## config.mk

```make
export PLATFORM = sky130hd
export DESIGN_NAME = fetch_stage
export DESIGN_NICKNAME = d
export VERILOG_FILES = /design/src/rtl/fetch_stage.sv
export SDC_FILE = /design/constraint.sdc
export NUM_CORES = 1
export LEC_CHECK = 0
export CAP_MARGIN = 40
export CORE_MARGIN = 2
export CORE_UTILIZATION = 53
export DETAILED_ROUTE_END_ITERATION = 10
export DONT_BUFFER_PORTS = 1
export GPL_TIMING_DRIVEN = 0
export PLACE_DENSITY = 0.68
export SLEW_MARGIN = 0
export SYNTH_ARGS = -nofsm -noshare
export SYNTH_HDL_FRONTEND = slang
export SYNTH_SLANG_ARGS = --single-unit
```

## constraint.sdc

```tcl
create_clock -name clk -period 3.3 [get_ports clk]
set_clock_uncertainty 0.05 [all_clocks]
set_input_delay 0.825 -clock clk [delete_from_list [all_inputs] [get_ports clk]]
set_output_delay 0.825 -clock clk [all_outputs]
set_load 0.03 [all_outputs]
```

## src/rtl/fetch_stage.sv

```systemverilog
// Instruction fetch stage: owns the PC, drives a 1-cycle-latency instruction memory, and
// presents {pc, inst, inst_valid} to IFID. Optional HALT detection under `FETCH_HALT_EN`.
module fetch_stage #(
    parameter logic [15:0] RESET_PC    = 16'h0000,
    parameter logic [15:0] NOP_INST    = 16'h0000,
    parameter logic [3:0]  HALT_OPCODE = 4'hF
) (
    input  logic        clk,
    input  logic        rst,
    input  logic        stall,
    input  logic        branch_to_new,
    input  logic [15:0] branch_pc,
    output logic [15:0] imem_addr,
    input  logic [15:0] imem_q,
    output logic [15:0] pc,
    output logic [15:0] inst,
    output logic        inst_valid,
    output logic        halted
);

    logic [15:0] fetch_pc;
    logic [15:0] req_pc;
    logic        req_valid;
    logic [15:0] hold_inst;
    logic        hold_valid;
    logic [15:0] raw_inst;

    assign imem_addr  = fetch_pc;
    assign pc         = req_pc;
    // A stalled instruction is captured so later memory reads cannot overwrite it.
    assign raw_inst   = hold_valid ? hold_inst : imem_q;
    assign inst_valid = req_valid & ~branch_to_new;
    assign inst       = inst_valid ? raw_inst : NOP_INST;

`ifdef FETCH_HALT_EN
    logic halt_q;
    logic halt_hit;

    assign halt_hit = inst_valid & (inst[15:12] == HALT_OPCODE) & ~stall;
    assign halted   = halt_q;
`else
    logic unused_halt_opcode;

    assign unused_halt_opcode = ^HALT_OPCODE;
    assign halted             = 1'b0;
`endif

    always_ff @(posedge clk) begin
        if (rst) begin
            fetch_pc   <= RESET_PC;
            req_pc     <= 16'h0000;
            req_valid  <= 1'b0;
            hold_inst  <= 16'h0000;
            hold_valid <= 1'b0;
`ifdef FETCH_HALT_EN
            halt_q     <= 1'b0;
`endif
        end else if (branch_to_new) begin
            fetch_pc   <= branch_pc;
            req_valid  <= 1'b0;
            hold_valid <= 1'b0;
`ifdef FETCH_HALT_EN
            halt_q     <= 1'b0;
`endif
`ifdef FETCH_HALT_EN
        end else if (halt_q || halt_hit) begin
            // Frozen until a branch (possibly cancelling a wrong-path HALT) or reset.
            halt_q     <= 1'b1;
            req_valid  <= 1'b0;
            hold_valid <= 1'b0;
`endif
        end else if (stall) begin
            if (!hold_valid) begin
                hold_inst  <= imem_q;
                hold_valid <= 1'b1;
            end
        end else begin
            req_pc     <= fetch_pc;
            req_valid  <= 1'b1;
            fetch_pc   <= fetch_pc + 16'd1;
            hold_valid <= 1'b0;
        end
    end

endmodule

```

==> out/metrics.cfg, run 1 <==
[critical_path]
crit_type=primary input to output pin
critPathBufInv=2
crit_path_max_fanout=10
cpMaxStageDelayCell=nor2_1
critPathCaptureType=output pin
crit_path_max_incr_delay_ps=510
critPathLaunchType=primary input
cp.required_ps=2420
crit_chain=inv_1 -> nand2_1 -> clkbuf_1 -> nor2_1
critical-path-top-delay-family=simple AND/OR/NAND/NOR gates
critPathArrivalTime_ps=1980

[timing]
maxSlewViolCount=0
post-route-min-period_ps=2850
rsz0062_at_grt=false
tns_ps=0
max_freq_mhz=351
finalWorstSetupSlack_ps=448
relSlewSlack=0.613
setup_violations=0
worst_slew_pin_slew_ps=579
fin_crit_sh=0.864
final_hold_viol_count=0

[global_routing]
grt_pass1_wl_mm=8.96
track_usage=0.227
antenna_found_initial=0
grt_max_degree=16
first_global_vias=1804
grt-ovfl-total=0

[status]
status=completed

[floorplan]
fp.dieH_um=70.9
io_pins=86
fp.dieArea_um2=5030
num_rows=24
fp.coreArea_um2=4320
die_x_um=70.9
start_util=0.549

[synth]
netlist.area_leader.share=0.422
ys_types=38
yosys-top-cells-area=dfxtp_1 (42%), nand2_1 (12%), a21oi_1 (8.9%)
synth_area_um2=2370
synth_edf_count=0
avgSynthCellArea_um2=7.91
synth.net_count=337
ys_warn_count=0
synthCells=300
synth_top_family_by_area=simple AND/OR/NAND/NOR gates
synthSimpleGateAreaFrac=0.279
synthMuxAreaShare=0.0765
async_flop_share=0
synth_compound_area_frac=0.138
ys_seq_area_frac=0.422
synthAdderAreaFrac=0.00527
synth_area_leader_cell=dfxtp_1
ys_ff_latch=50
ys.flop_type=dfxtp_1
synth_xor_area_frac=0.0295

[drt]
route.detailed.wl_per_inst_um=15.5
first_iter_violations=87
drt-total-wl_mm=5.59
post-route-drc-count=0
antenna_left=0
vias=2012
first_pass_iters=4
routed_via_density=5.59

[clock_tree]
clock_path_buffers=2
cts_setup_buffers=0
cts_tree=built
cts_hold_buffers=0
cts.reportedPaths.clkPinSlew_ps=90
numCtsBuffers=5
clock-root-buffer=clkbuf_8
insertion_delay_ps=310
cts_sinks=50
cts-resized-gates=0
cts_htree_levels=2

[power_and_ir_drop]
clkPwrFrac=0.313
comb_power_share=0.104
p_seq_frac=0.583
p_int_w=0.000846
power_density_nw_per_um2=475
power_leakage_nw=0.867
ir_drop_v=0.000250
switching_share=0.297
p_sw_w=0.000357

[placement]
dpl.hpwl_mm=4.04
port_buffers=0
place_ws_ps=428
place.gp.congestion=0.810

[cells_and_area]
fill_cells=429
multi_input_area_um2=1260
diodes=0
area_delta_synth_final_pct=6.75
post_route_cells_drive_above_1_share=0.0877
regArea_um2=1000
final_nets=344

[flow_run]
drv_cap=0

[worst_hold_path]
hold_class=flop to flop

## Yosys cell counts (all sizes together) (3+ instances only)
library cell   n
nand2         76
dfxtp         50
a21oi         42
nor2          30
mux2i         17
clkbuf        13
buf            9
xnor2          7
nor4           6
a211oi         5
nand3          5
nand4          4
and3           3
inv            3
nor3           3
o21ai          3
or3            3
## worst min-delay path, cell delays in order, from the launching register on
cell     delay [ps]
dfxtp_1         320
nand2_1          50
a21oi_1          50
## through the flow
stage,std cells,total power [W],instance area (µm²),utilization,hold WS [ps]
floorplan,300,0.000809,2370,-,386
global placement,352,0.000839,2440,0.564,391
detailed placement,352,0.000841,2440,0.564,396
CTS,360,0.00121,2530,0.586,409
global route,360,0.00126,2530,0.586,423
finish,360,0.00120,2530,0.586,408
## layout by cell type (no fill, tap or decap), drive strengths merged, types with 2 or more instances in the layout
cell,count
a21oi,42
o21ai,3
mux2i,17
nor3,3
nand3,5
inv,3
a211oi,5
or3,3
nand3b,2
nand4,4
a311oi,2
dfxtp,50
nor4,6
buf,9
and3,3
or2,2
nor2,30
nand2,76
nand2b,2
xnor2,7
nand4b,2
clkbuf,19
o221ai,2
## cell families after synthesis
family / after synthesis
and+or+nand+nor: 139
AOI/OAI and AO/OA: 58
DFF: 50
buffers and inverters: 25
muxes: 18
xor gates and xnor gates: 8
adders and majority gates: 1
other: 1
## flip-flops by register name, indices dropped and copies added (netlist names)
signal / cells
hold_inst: 16
imem_addr: 16
pc: 16
hold_valid: 1
req_valid: 1
## routing by layer
layer  track usage  share of wire  vias up  routed length (µm)
li1              -              -     1030                   -
met4        0.0881          0.015        0                  84
met2         0.361           0.48       74                2680
met5             0              0        -                   0
met1         0.292           0.43      901                2380
met3        0.0670          0.079        7                 443
## worst paths after layout
kind,start,end,slack (ps),depth (start not counted)
setup / recovery,branch_to_new,inst[6],450,4
hold / removal,hold_inst[11],hold_inst[11],410,2
setup reg to reg,imem_addr[0],imem_addr[12],1210,5
hold reg to reg,hold_inst[11],hold_inst[11],410,2
## power groups by stage
stage          clock (W)  sequential (W)  combinational, W
2_1_floorplan          0        0.000705          0.000104
3_3_place_gp           0        0.000715          0.000124
3_5_place_dp           0        0.000716          0.000126
4_1_cts         0.000383        0.000701          0.000126
5_1_grt         0.000408        0.000706          0.000141
6_report        0.000376        0.000701          0.000125
## cell type report
type,count,area share
Multi-Input combinational cell,225,0.497
Sequential cell,50,0.395
Buffer,22,0.0405
Clock buffer,6,0.0326
Tap cell,52,0.0257
Clock inverter,2,0.00494
Inverter,3,0.00445
(Power assumes the default switching activity.)
==> run 2: changes to the inputs <==
--- a/config.mk
+++ b/config.mk
@@ -7,11 +7,13 @@
 export LEC_CHECK = 0
 export CAP_MARGIN = 40
 export CORE_MARGIN = 2
-export CORE_UTILIZATION = 53
+export CORE_UTILIZATION = 67
+export CTS_BUF_LIST = sky130_fd_sc_hd__clkbuf_4 sky130_fd_sc_hd__clkbuf_8 sky130_fd_sc_hd__clkbuf_16
 export DETAILED_ROUTE_END_ITERATION = 10
 export DONT_BUFFER_PORTS = 1
 export GPL_TIMING_DRIVEN = 0
-export PLACE_DENSITY = 0.68
+export PLACE_DENSITY = 0.83
+export SETUP_SLACK_MARGIN = 0.15
 export SLEW_MARGIN = 0
 export SYNTH_ARGS = -nofsm -noshare
 export SYNTH_HDL_FRONTEND = slang
==> out/metrics.cfg, run 2 (synthesis results as in run 1) <==
[floorplan]
num_rows=21
fp.dieArea_um2=4030
fp.coreArea_um2=3360
start_util=0.705
io_pins=86
fp.dieH_um=63.5
die_x_um=63.5

[clock_tree]
cts_sinks=50
cts_setup_buffers=0
cts_tree=built
insertion_delay_ps=380
cts_hold_buffers=0
clock_path_buffers=2
cts-resized-gates=0
cts.reportedPaths.clkPinSlew_ps=140
cts_htree_levels=2
numCtsBuffers=5
clock-root-buffer=clkbuf_4

[global_routing]
grt_max_degree=17
grt-ovfl-total=0
first_global_vias=2012
grt_pass1_wl_mm=9.49
antenna_found_initial=0
track_usage=0.297

[cells_and_area]
post_route_cells_drive_above_1_share=0.0877
utilization=0.740
multi_input_area_um2=1260
regArea_um2=1000
diodes=0
final_nets=344
area_delta_synth_final_pct=4.91
layout_commonest_cell=nand2_1
fill_cells=282
layout_common_cells=nand2_1 (75), dfxtp_1 (50), a21oi_1 (42)
design_area_um2=2490

[timing]
rsz0062_at_grt=false
maxSlewViolCount=0
holdWs_ps=413
setup_violations=0
tns_ps=0
final_hold_viol_count=0
relSlewSlack=0.605
post-route-min-period_ps=2830
worst_slew_pin_slew_ps=592
max_freq_mhz=354
fin_crit_sh=0.856

[drt]
first_iter_violations=147
route.detailed.wl_per_inst_um=15.9
antenna_left=0
drt-total-wl_mm=5.64
dr.max_layer_used=met4
routed_via_density=6.01
vias=2126
wl_met1_mm=2.21
first_pass_iters=4
post-route-drc-count=0
wl_met3_um=556
met2WireLength_mm=2.79

[worst_hold_path]
hold_class=flop to flop

[critical_path]
critPathCaptureType=output pin
crit_type=primary input to output pin
cp.required_ps=2420
critPathArrivalTime_ps=1950
crit_path_max_fanout=10
critPathLaunchType=primary input

[placement]
dpl-instance-area_um2=2430
place.gp.congestion=0.868
dpl.hpwl_mm=4.15
port_buffers=0

[power_and_ir_drop]
ir_drop_v=0.000298
finalPower_w=0.00112
power_leakage_nw=0.851
power_density_nw_per_um2=448

[status]
status=completed

[flow_run]
drv_cap=0

[run 2: where the power goes]
group | internal, W | switching (W) | leakage, nW
registers | 0.000632 | 0.0000705 | 0.409
clock network | 0.0000832 | 0.000203 | 0.0312
logic | 0.0000456 | 0.0000813 | 0.411
[run 2: path summary, 6_finish.rpt]
check / startpoint / to / slack [ps] / cells after the start
worst max-delay path: branch_to_new / inst[13] / 470 / 4
worst min-delay path: hold_inst[11] / hold_inst[11] / 410 / 2
worst max register to register: imem_addr[0] / imem_addr[12] / 1150 / 5
worst min register to register: hold_inst[11] / hold_inst[11] / 410 / 2
[run 2: worst max-delay path: stages]
cell and delay [ps]:
inv_1 110, nand2_1 230, clkbuf_1 280, nor2_1 500
[run 2: per-layer routing]
metal  vias to the layer above  track usage
met2                       102        0.491
met5                         -            0
met1                       980        0.366
met4                         0        0.111
li1                       1033            -
met3                        11       0.0875
[run 2: through the flow]
| stage | instances | setup slack [ps] |
|---|---|---|
| 3_5_place_dp | 346 | 461 |
| 5_1_grt | 354 | 342 |
| 4_1_cts | 354 | 463 |
| 3_3_place_gp | 346 | 515 |
| 6_report | 354 | 474 |
| 2_1_floorplan | 300 | 702 |
[run 2: layout make-up]
| type | instances | share of cell area |
|---|---|---|
| Tap cell | 46 | 0.0231 |
| Sequential cell | 50 | 0.402 |
| Inverter | 3 | 0.00452 |
| Clock buffer | 5 | 0.0151 |
| Multi-Input combinational cell | 225 | 0.505 |
| Clock inverter | 3 | 0.00855 |
| Buffer | 22 | 0.0412 |
